## src/rtl/interrupt_sequencer.sv

```systemverilog
// Hardware interrupt arbiter for the 65816 core: synchronizes NMI/IRQ/ABORT,
// selects the winner at opcode boundaries, supplies vectors and owns WAI/STP.
module interrupt_sequencer #(
  parameter int SYNC_STAGES = 2
) (
  input  logic        clk,
  input  logic        reset,
  input  logic        cpu_en,
  input  logic        nmi_n,
  input  logic        irq_n,
  input  logic        abort_n,
  input  logic        i_flag,
  input  logic        e,
  input  logic        boundary,
  input  logic        int_ack,
  input  logic        soft_int,
  input  logic        soft_cop,
  input  logic        wai_exec,
  input  logic        stp_exec,
  output logic        int_req,
  output logic [1:0]  int_kind,
  output logic [15:0] vector,
  output logic        halt
);

  typedef enum logic [1:0] {
    ST_RUN     = 2'd0,
    ST_PENDING = 2'd1,
    ST_WAIT    = 2'd2,
    ST_STOP    = 2'd3
  } state_t;

  typedef enum logic [1:0] {
    K_RESET = 2'd0,
    K_NMI   = 2'd1,
    K_ABORT = 2'd2,
    K_IRQ   = 2'd3
  } kind_t;

  logic [SYNC_STAGES-1:0] nmi_sync, irq_sync, abort_sync;
  logic   nmi_s, irq_lvl, abort_s;
  logic   nmi_prev, abort_prev;
  logic   nmi_fall, abort_fall;
  logic   res_pending, nmi_latch, abort_latch;
  logic   irq_ok, any_req, wake;
  state_t state_q, state_d;
  kind_t  kind_q, kind_d, winner, kind_shown;
  logic   int_req_c;
  logic   clr_res, clr_nmi, clr_abort;

  // Synchronizers run on every clk so slow cpu_en rates do not stretch latency.
  // NOTE: sequential state uses non-blocking assignments so every flop samples
  // the pre-edge value of its neighbours, making the shift chain order-independent.
  always_ff @(posedge clk) begin
    if (reset) begin
      nmi_sync   <= '1;
      irq_sync   <= '1;
      abort_sync <= '1;
    end else begin
      nmi_sync   <= {nmi_sync[SYNC_STAGES-2:0], nmi_n};
      irq_sync   <= {irq_sync[SYNC_STAGES-2:0], irq_n};
      abort_sync <= {abort_sync[SYNC_STAGES-2:0], abort_n};
    end
  end

  assign nmi_s      = nmi_sync[SYNC_STAGES-1];
  assign abort_s    = abort_sync[SYNC_STAGES-1];
  assign irq_lvl    = ~irq_sync[SYNC_STAGES-1];
  assign nmi_fall   = nmi_prev & ~nmi_s;
  assign abort_fall = abort_prev & ~abort_s;

  assign irq_ok  = irq_lvl & ~i_flag;
  assign any_req = res_pending | nmi_latch | abort_latch | irq_ok;
  // WAI wakes on a raw IRQ level even when masked; execution then just resumes.
  assign wake    = res_pending | nmi_latch | abort_latch | irq_lvl;

  always_comb begin
    if (res_pending)      winner = K_RESET;
    else if (nmi_latch)   winner = K_NMI;
    else if (abort_latch) winner = K_ABORT;
    else if (irq_ok)      winner = K_IRQ;
    else                  winner = K_RESET;
  end

  // NOTE: every signal driven here gets a default first, so no path can leave
  // one unassigned and infer a latch.
  always_comb begin
    state_d   = state_q;
    kind_d    = kind_q;
    int_req_c = 1'b0;
    clr_res   = 1'b0;
    clr_nmi   = 1'b0;
    clr_abort = 1'b0;
    unique case (state_q)
      ST_RUN: begin
        if (cpu_en && boundary && any_req) begin
          int_req_c = 1'b1;
          state_d   = ST_PENDING;
          kind_d    = winner;
        end else if (cpu_en && stp_exec) begin
          state_d = ST_STOP;
        end else if (cpu_en && wai_exec) begin
          state_d = ST_WAIT;
        end
      end
      ST_PENDING: begin
        int_req_c = 1'b1;
        if (cpu_en && int_ack) begin
          state_d = ST_RUN;
          unique case (kind_q)
            K_RESET: clr_res   = 1'b1;
            K_NMI:   clr_nmi   = 1'b1;
            K_ABORT: clr_abort = 1'b1;
            K_IRQ:   ;
          endcase
        end
      end
      ST_WAIT: begin
        if (cpu_en && wake) state_d = ST_RUN;
      end
      ST_STOP: ;
    endcase
  end

  always_ff @(posedge clk) begin
    if (reset) begin
      state_q     <= ST_RUN;
      kind_q      <= K_RESET;
      res_pending <= 1'b1;
      nmi_latch   <= 1'b0;
      abort_latch <= 1'b0;
      nmi_prev    <= 1'b1;
      abort_prev  <= 1'b1;
    end else if (cpu_en) begin
      state_q     <= state_d;
      kind_q      <= kind_d;
      nmi_prev    <= nmi_s;
      abort_prev  <= abort_s;
      res_pending <= res_pending & ~clr_res;
      // A fresh edge wins over a same-cycle acknowledge, so no NMI is lost.
      nmi_latch   <= nmi_fall | (nmi_latch & ~clr_nmi);
      abort_latch <= abort_fall | (abort_latch & ~clr_abort);
    end
  end

  function automatic logic [15:0] hw_vector(input kind_t k, input logic emu);
    logic [15:0] v;
    unique case (k)
      K_RESET: v = 16'hFFFC;
      K_NMI:   v = emu ? 16'hFFFA : 16'hFFEA;
      K_ABORT: v = emu ? 16'hFFF8 : 16'hFFE8;
      K_IRQ:   v = emu ? 16'hFFFE : 16'hFFEE;
    endcase
    return v;
  endfunction

  function automatic logic [15:0] soft_vector(input logic cop, input logic emu);
    logic [15:0] v;
    if (cop) v = emu ? 16'hFFF4 : 16'hFFE4;
    else     v = emu ? 16'hFFFE : 16'hFFE6;
    return v;
  endfunction

  assign kind_shown = (state_q == ST_PENDING) ? kind_q : winner;

  always_comb begin
    int_req  = int_req_c & ~reset;
    halt     = ((state_q == ST_WAIT) || (state_q == ST_STOP)) & ~reset;
    int_kind = reset ? K_RESET : kind_shown;
    if (reset)
      vector = 16'hFFFC;
    else if (soft_int && !int_req_c)
      vector = soft_vector(soft_cop, e);
    else
      vector = hw_vector(kind_shown, e);
  end

endmodule

```

## config.mk

```make
export PLATFORM = sky130hd
export DESIGN_NAME = interrupt_sequencer
export DESIGN_NICKNAME = d
export VERILOG_FILES = /design/src/rtl/interrupt_sequencer.sv
export SDC_FILE = /design/constraint.sdc
export NUM_CORES = 1
export LEC_CHECK = 0
export BUFFER_PORTS_ARGS = -buffer_cell sky130_fd_sc_hd__buf_4
export CORE_MARGIN = 5
export CORE_UTILIZATION = 40
export CTS_CLUSTER_SIZE = 12
export DETAILED_ROUTE_END_ITERATION = 16
export GPL_ROUTABILITY_DRIVEN = 0
export PLACE_DENSITY = 0.68
export REMOVE_ABC_BUFFERS = 1
export SYNTH_ARGS = -nofsm -noshare
export SYNTH_HDL_FRONTEND = slang
export SYNTH_SLANG_ARGS = --single-unit
```

## constraint.sdc

```tcl
create_clock -name clk -period 2.3 [get_ports clk]
set_input_delay 0.46 -clock clk [delete_from_list [all_inputs] [get_ports clk]]
set_output_delay 0.46 -clock clk [all_outputs]
set_load 0.02 [all_outputs]
```

* Yosys cells after proc, flatten, opt, wreduce, memory -nomap -nowiden *
Index checks and enable logic that the tools add are counted.

cells by class
  reductions and logical operators = 15
  eq/ne operators = 11
  bitwise logic cells = 22
  multiplexer cells = 32

operator list
  cell                                           number
  one-hot mux 16 bit (4 select lines)            1
  2-to-1 mux 16 bit                              2
  2-to-1 mux 5 bit                               6
  2-to-1 mux 2 bit                               11
  == test 2 bit, second input constant           5
  2-to-1 mux 1 bit                               10
  bitwise AND 1 bit                              8
  inverter 1 bit                                 8
  logical AND 1 bit                              7
  == test 2 x 1 -> 1 bit, second input constant  3
  zero test 2 bit                                3
  bitwise OR 1 bit                               6
  one-hot mux 2 bit (3 select lines)             1
  AND reduction 5 bit                            1
  != test 2 bit, second input constant           2
  != test 4 bit, second input constant           1
  AND reduction 3 bit                            1
  nonzero test 3 bit                             1
  one-hot mux 1 bit (2 select lines)             1
  zero test 1 bit                                1
  logical OR 1 bit                               1

word-level totals
  word-level logic and storage cells = 90
  input bits = 14
  output and inout port bits = 20
  bits in registers = 15

* Depth between registers and ports, before layout *
  depth after elaboration = 11
  gate-level depth with buffers = 8
  gate-level depth less buffers = 8

* Least setup slack after synthesis *
OpenSTA, ideal clock, no wires.

  path type = input to output
  from = in i_flag
  to = out vector[4]
  arrival = 1.928 ns
  setup slack = -0.088 ns
  stages = 7
  required time = 1.840 ns
  path buffers = 0
  cell sequence = or3_1 -> a21oi_2 -> mux2i_1 -> ha_1 -> nor3_1 -> o21ai_0 -> a221o_1

between the ends
  cells in the longest elaborated chain, start to end = 11
  elaborated cells on any way between the ends = 20
  those cells by class = eq/ne (3); mux (10); bitwise (3); reduce/logical (4)

RTL lines
  item                                         line  text
  from (decl)                                  12    input logic i_flag,
  inverter 1 bit *                             72    assign irq_ok = irq_lvl & ~i_flag;
  bitwise AND 1 bit *                          72
  2-to-1 mux 2 bit                             81    else if (irq_ok) winner = K_IRQ;
  2-to-1 mux 2 bit                             80    else if (abort_latch) winner = K_ABORT;
  2-to-1 mux 2 bit                             79    else if (nmi_latch) winner = K_NMI;
  2-to-1 mux 2 bit                             78    if (res_pending) winner = K_RESET;
  2-to-1 mux 2 bit                             164   assign kind_shown = (state_q == ST_PENDING) ? kind_q : winner;
  == test 2 bit, or another cell as far along  148   unique case (k)
  one-hot mux 16 bit (4 select lines)          148
  2-to-1 mux 16 bit *                          172   else if (soft_int && !int_req_c)
  2-to-1 mux 16 bit *                          170   if (reset)
  to (decl)                                    22    output logic [15:0] vector,

Every way passes the cells marked *; elsewhere a longest branch is shown, timed or not. The select of a mux whose other input is x is not followed.

* Worst setup path after layout *
  from = reg abort_latch
  to = out vector[4]

between the ends
  cells in the longest elaborated chain, start to end = 9
  elaborated cells on any way between the ends = 18
  those cells by class = eq/ne (3); mux (9); bitwise (2); reduce/logical (4)

RTL lines
  item                                                                                         line  text
  from (decl)                                                                                  44    logic res_pending, nmi_latch, abort_latch;
  from (signal assigned)                                                                       142   abort_latch <= abort_fall | (abort_latch & ~clr_abort);
  parallel branches: the longest is 7 deep, another holds one-hot mux 16 bit (4 select lines)  -
  2-to-1 mux 16 bit *                                                                          172
  2-to-1 mux 16 bit *                                                                          170

Every way passes the cells marked *. The select of a mux whose other input is x is not followed.

==> impl_metrics.env <==
export IMPL_synth_cells=115
export IMPL_gr_usage_met2_pct=25.5
export IMPL_setup_violations_final=5
export IMPL_start_kind="flip-flop"
export IMPL_report_power_total_mw=0.651
export IMPL_p_sw_mw=0.208
export IMPL_die_w_um=60.3
export IMPL_combPwrFrac_pct=32.9
export IMPL_clk_pin_slew_worst_paths_ns=0.09
export IMPL_grt_first_pass_wirelength_um=4040
export IMPL_p_leak_nw=0.636
export IMPL_holdCritPathClass="in2reg"
export IMPL_routed_wl_um=2430
export IMPL_fin_util_pct=59.7
export IMPL_start_util_pct=41.3
export IMPL_avgSynthCellArea_um2=8.81
export IMPL_final_common_cell="buf_4"
export IMPL_fin_crit_ns=2.67
export IMPL_ys_flop_type="dfxtp_1"
export IMPL_p_int_mw=0.444
export IMPL_p_per_area_nw_per_um2=444
export IMPL_maxSlewViolCount=0
export IMPL_synth_area_leaders="dfxtp_1 (30%), ha_1 (11%), buf_4 (8.9%)"
export IMPL_netlist_area_um2=1010
export IMPL_grt_busiest_layer="met2"
export IMPL_num_rows=18
export IMPL_vdd_drop_max_mv=0.496
export IMPL_vias=908
export IMPL_violations="negative setup slack"
export IMPL_core_area_um2=2450
export IMPL_cts_tree="done"
export IMPL_min_period_over_period_pct=116
export IMPL_synth_seq_area_share_pct=29.6
export IMPL_muxShareOfSynthArea_pct=4.94
export IMPL_timing_hold_ws_ns=0.346
export IMPL_met3_usage_pct=2.98
export IMPL_dieArea_um2=3640
export IMPL_synth_distinct_cells=33
export IMPL_grt_max_degree=27
export IMPL_ant_nets=0
export IMPL_crit_fanout=3
export IMPL_overflow=0
export IMPL_cts_root_buffer="clkbuf_4"
export IMPL_layout_common_cells="buf_4 (34), conb_1 (12), dfxtp_1 (12), buf_6 (9), nor2_1 (8)"
export IMPL_tns_ns=-0.985
export IMPL_rsz0062_at_grt="true"
export IMPL_cts_buffer_depth=2
export IMPL_met1_usage_pct=18.2
export IMPL_synth_edff_count=0
export IMPL_avgRoutedWirePerCell_um=13.0
export IMPL_portBuffers=21
export IMPL_synth_top_area_cell="dfxtp_1"
export IMPL_ioPinCount=34
export IMPL_run_status="finished, violations left"
export IMPL_area_growth_synth_to_final_pct=44.7
export IMPL_ys_async_sr_fraction_pct=0
export IMPL_max_freq_mhz=374
export IMPL_cts_made_buffers=3
export IMPL_antenna_found_initial=0
export IMPL_synth_fa_ha_area_share_pct=11.1
export IMPL_synth_top_family_by_area="simple AND/OR/NAND/NOR gates"
export IMPL_design_area_um2=1470
export IMPL_grt_use_total_pct=14.7
export IMPL_vias_per_cell=4.88
export IMPL_grt_pass1_vias=893
export IMPL_layout_drive_gt1_share_pct=51.3
export IMPL_synth_seq_cells=15
export IMPL_synth_top_area_share_pct=29.6
export IMPL_yosysWarnings=0
export IMPL_first_pass_iters=4
export IMPL_power_frac_seq_pct=43.4
export IMPL_crit_arrival_ns=2.21
export IMPL_diodes=0
export IMPL_finalNetCount=180
export IMPL_dp_hpwl_um=1560
export IMPL_synth_compound_area_share_pct=17.5
export IMPL_die_h_um=60.3
export IMPL_hold_violations=0
export IMPL_cts_sinks=15
export IMPL_fin_skew_ns=0.00328
export IMPL_clockPowerShare_pct=23.8
export IMPL_synth_xor_area_share_pct=0
export IMPL_drt_iter0_markers=24
export IMPL_placed_area_um2=1250
export IMPL_required_ns=1.84
export IMPL_drcViolationCount=0
export IMPL_end_kind="primary output"
export IMPL_setup_ws_ns=-0.374
export IMPL_worstSkewPairLatency_ns=0.29
export IMPL_maxCapViolCount=0
export IMPL_crit_type="reg2out"
export IMPL_ctsHoldBuffers=0
export IMPL_htree_levels=1
export IMPL_switching_share_pct=31.9
export IMPL_synth_simple_area_share_pct=22.2
[path summary, 6_finish.rpt]
| check | endpoint | depth (start not counted) | slack, ns | startpoint |
|---|---|---|---|---|
| hold reg to reg | irq_sync[1]$_SDFF_PP1_ | 1 | 0.42 | irq_sync[0]$_SDFF_PP1_ |
| setup reg to reg | state_q[1]$_SDFFE_PP0P_ | 8 | 0.45 | state_q[0]$_SDFFE_PP0P_ |
| setup / recovery | vector[4] | 10 | -0.37 | abort_latch$_SDFFE_PP0P_ |
| hold / removal | nmi_sync[0]$_SDFF_PP1_ | 2 | 0.35 | nmi_n |
[layout make-up]
| cell class | count | area (um2) |
|---|---|---|
| repair buffers | 43 | 357 |
| multi-input cells | 85 | 704 |
| well taps | 30 | 37.5 |
| fillers | 203 | 988 |
| flip-flops and latches | 15 | 304 |
| inverters | 9 | 36.3 |
| clock inverters | 1 | 5.00 |
| clock buffers | 3 | 22.5 |
[cells by family after synthesis]
family          count (synthesis)
simple gates                   39
buf+inv                        25
compound gates                 20
flops                          15
fa+ha+maj                       9
mux                             5
other cells                     2
[cell usage after synthesis, drive strengths merged (4+ instances only)]
library cell,count
a21oi,5
buf,13
dfxtp,15
ha,9
inv,9
mux2i,5
nand2b,4
nor2,10
nor3,4
o21ai,4
or2,7
[power groups by stage]
stage / registers [mW] / logic (mW) / clock network, mW
global placement: 0.285 / 0.176 / 0
detailed placement: 0.286 / 0.178 / 0
global route: 0.284 / 0.231 / 0.169
CTS: 0.282 / 0.198 / 0.155
finish: 0.283 / 0.214 / 0.155
floorplan: 0.287 / 0.101 / 0
[what timing repair did]
item | 4_1_cts | 5_1_grt
pin swaps | 11 | 4
resized for setup | 33 | 4
buffers inserted | 5 | 3
endpoints found under the setup margin | 4 | 6
[layer usage]
metal | vias to the layer above | routed length, um
li1 | 450 | -
met1 | 424 | 1040
met2 | 27 | 1220
met3 | 7 | 136
met4 | 0 | 32
met5 | - | 0
[registers in the layout (all words and copies together) (netlist names)]
name and cells:
nmi_prev 1, irq_sync 2, abort_sync 2, state_q 2
res_pending 1, abort_prev 1, kind_q 2, abort_latch 1
nmi_sync 2, nmi_latch 1
[critical path, stage by stage (launching register included)]
cell and delay (ns):
dfxtp_2 0.34, buf_4 0.14, o21ba_4 0.23, nor3_2 0.05
mux2i_4 0.21, inv_2 0.07, ha_2 0.18, nor3_2 0.14
o21ai_1 0.09, a221o_1 0.33, buf_6 0.14
[per-stage QoR]
step	instances	setup slack, ns
floorplan	109	-0.0881
global placement	175	-0.263
detailed placement	175	-0.314
CTS	184	-0.321
global route	186	-0.449
finish	186	-0.374
(Power assumes the default switching activity.)
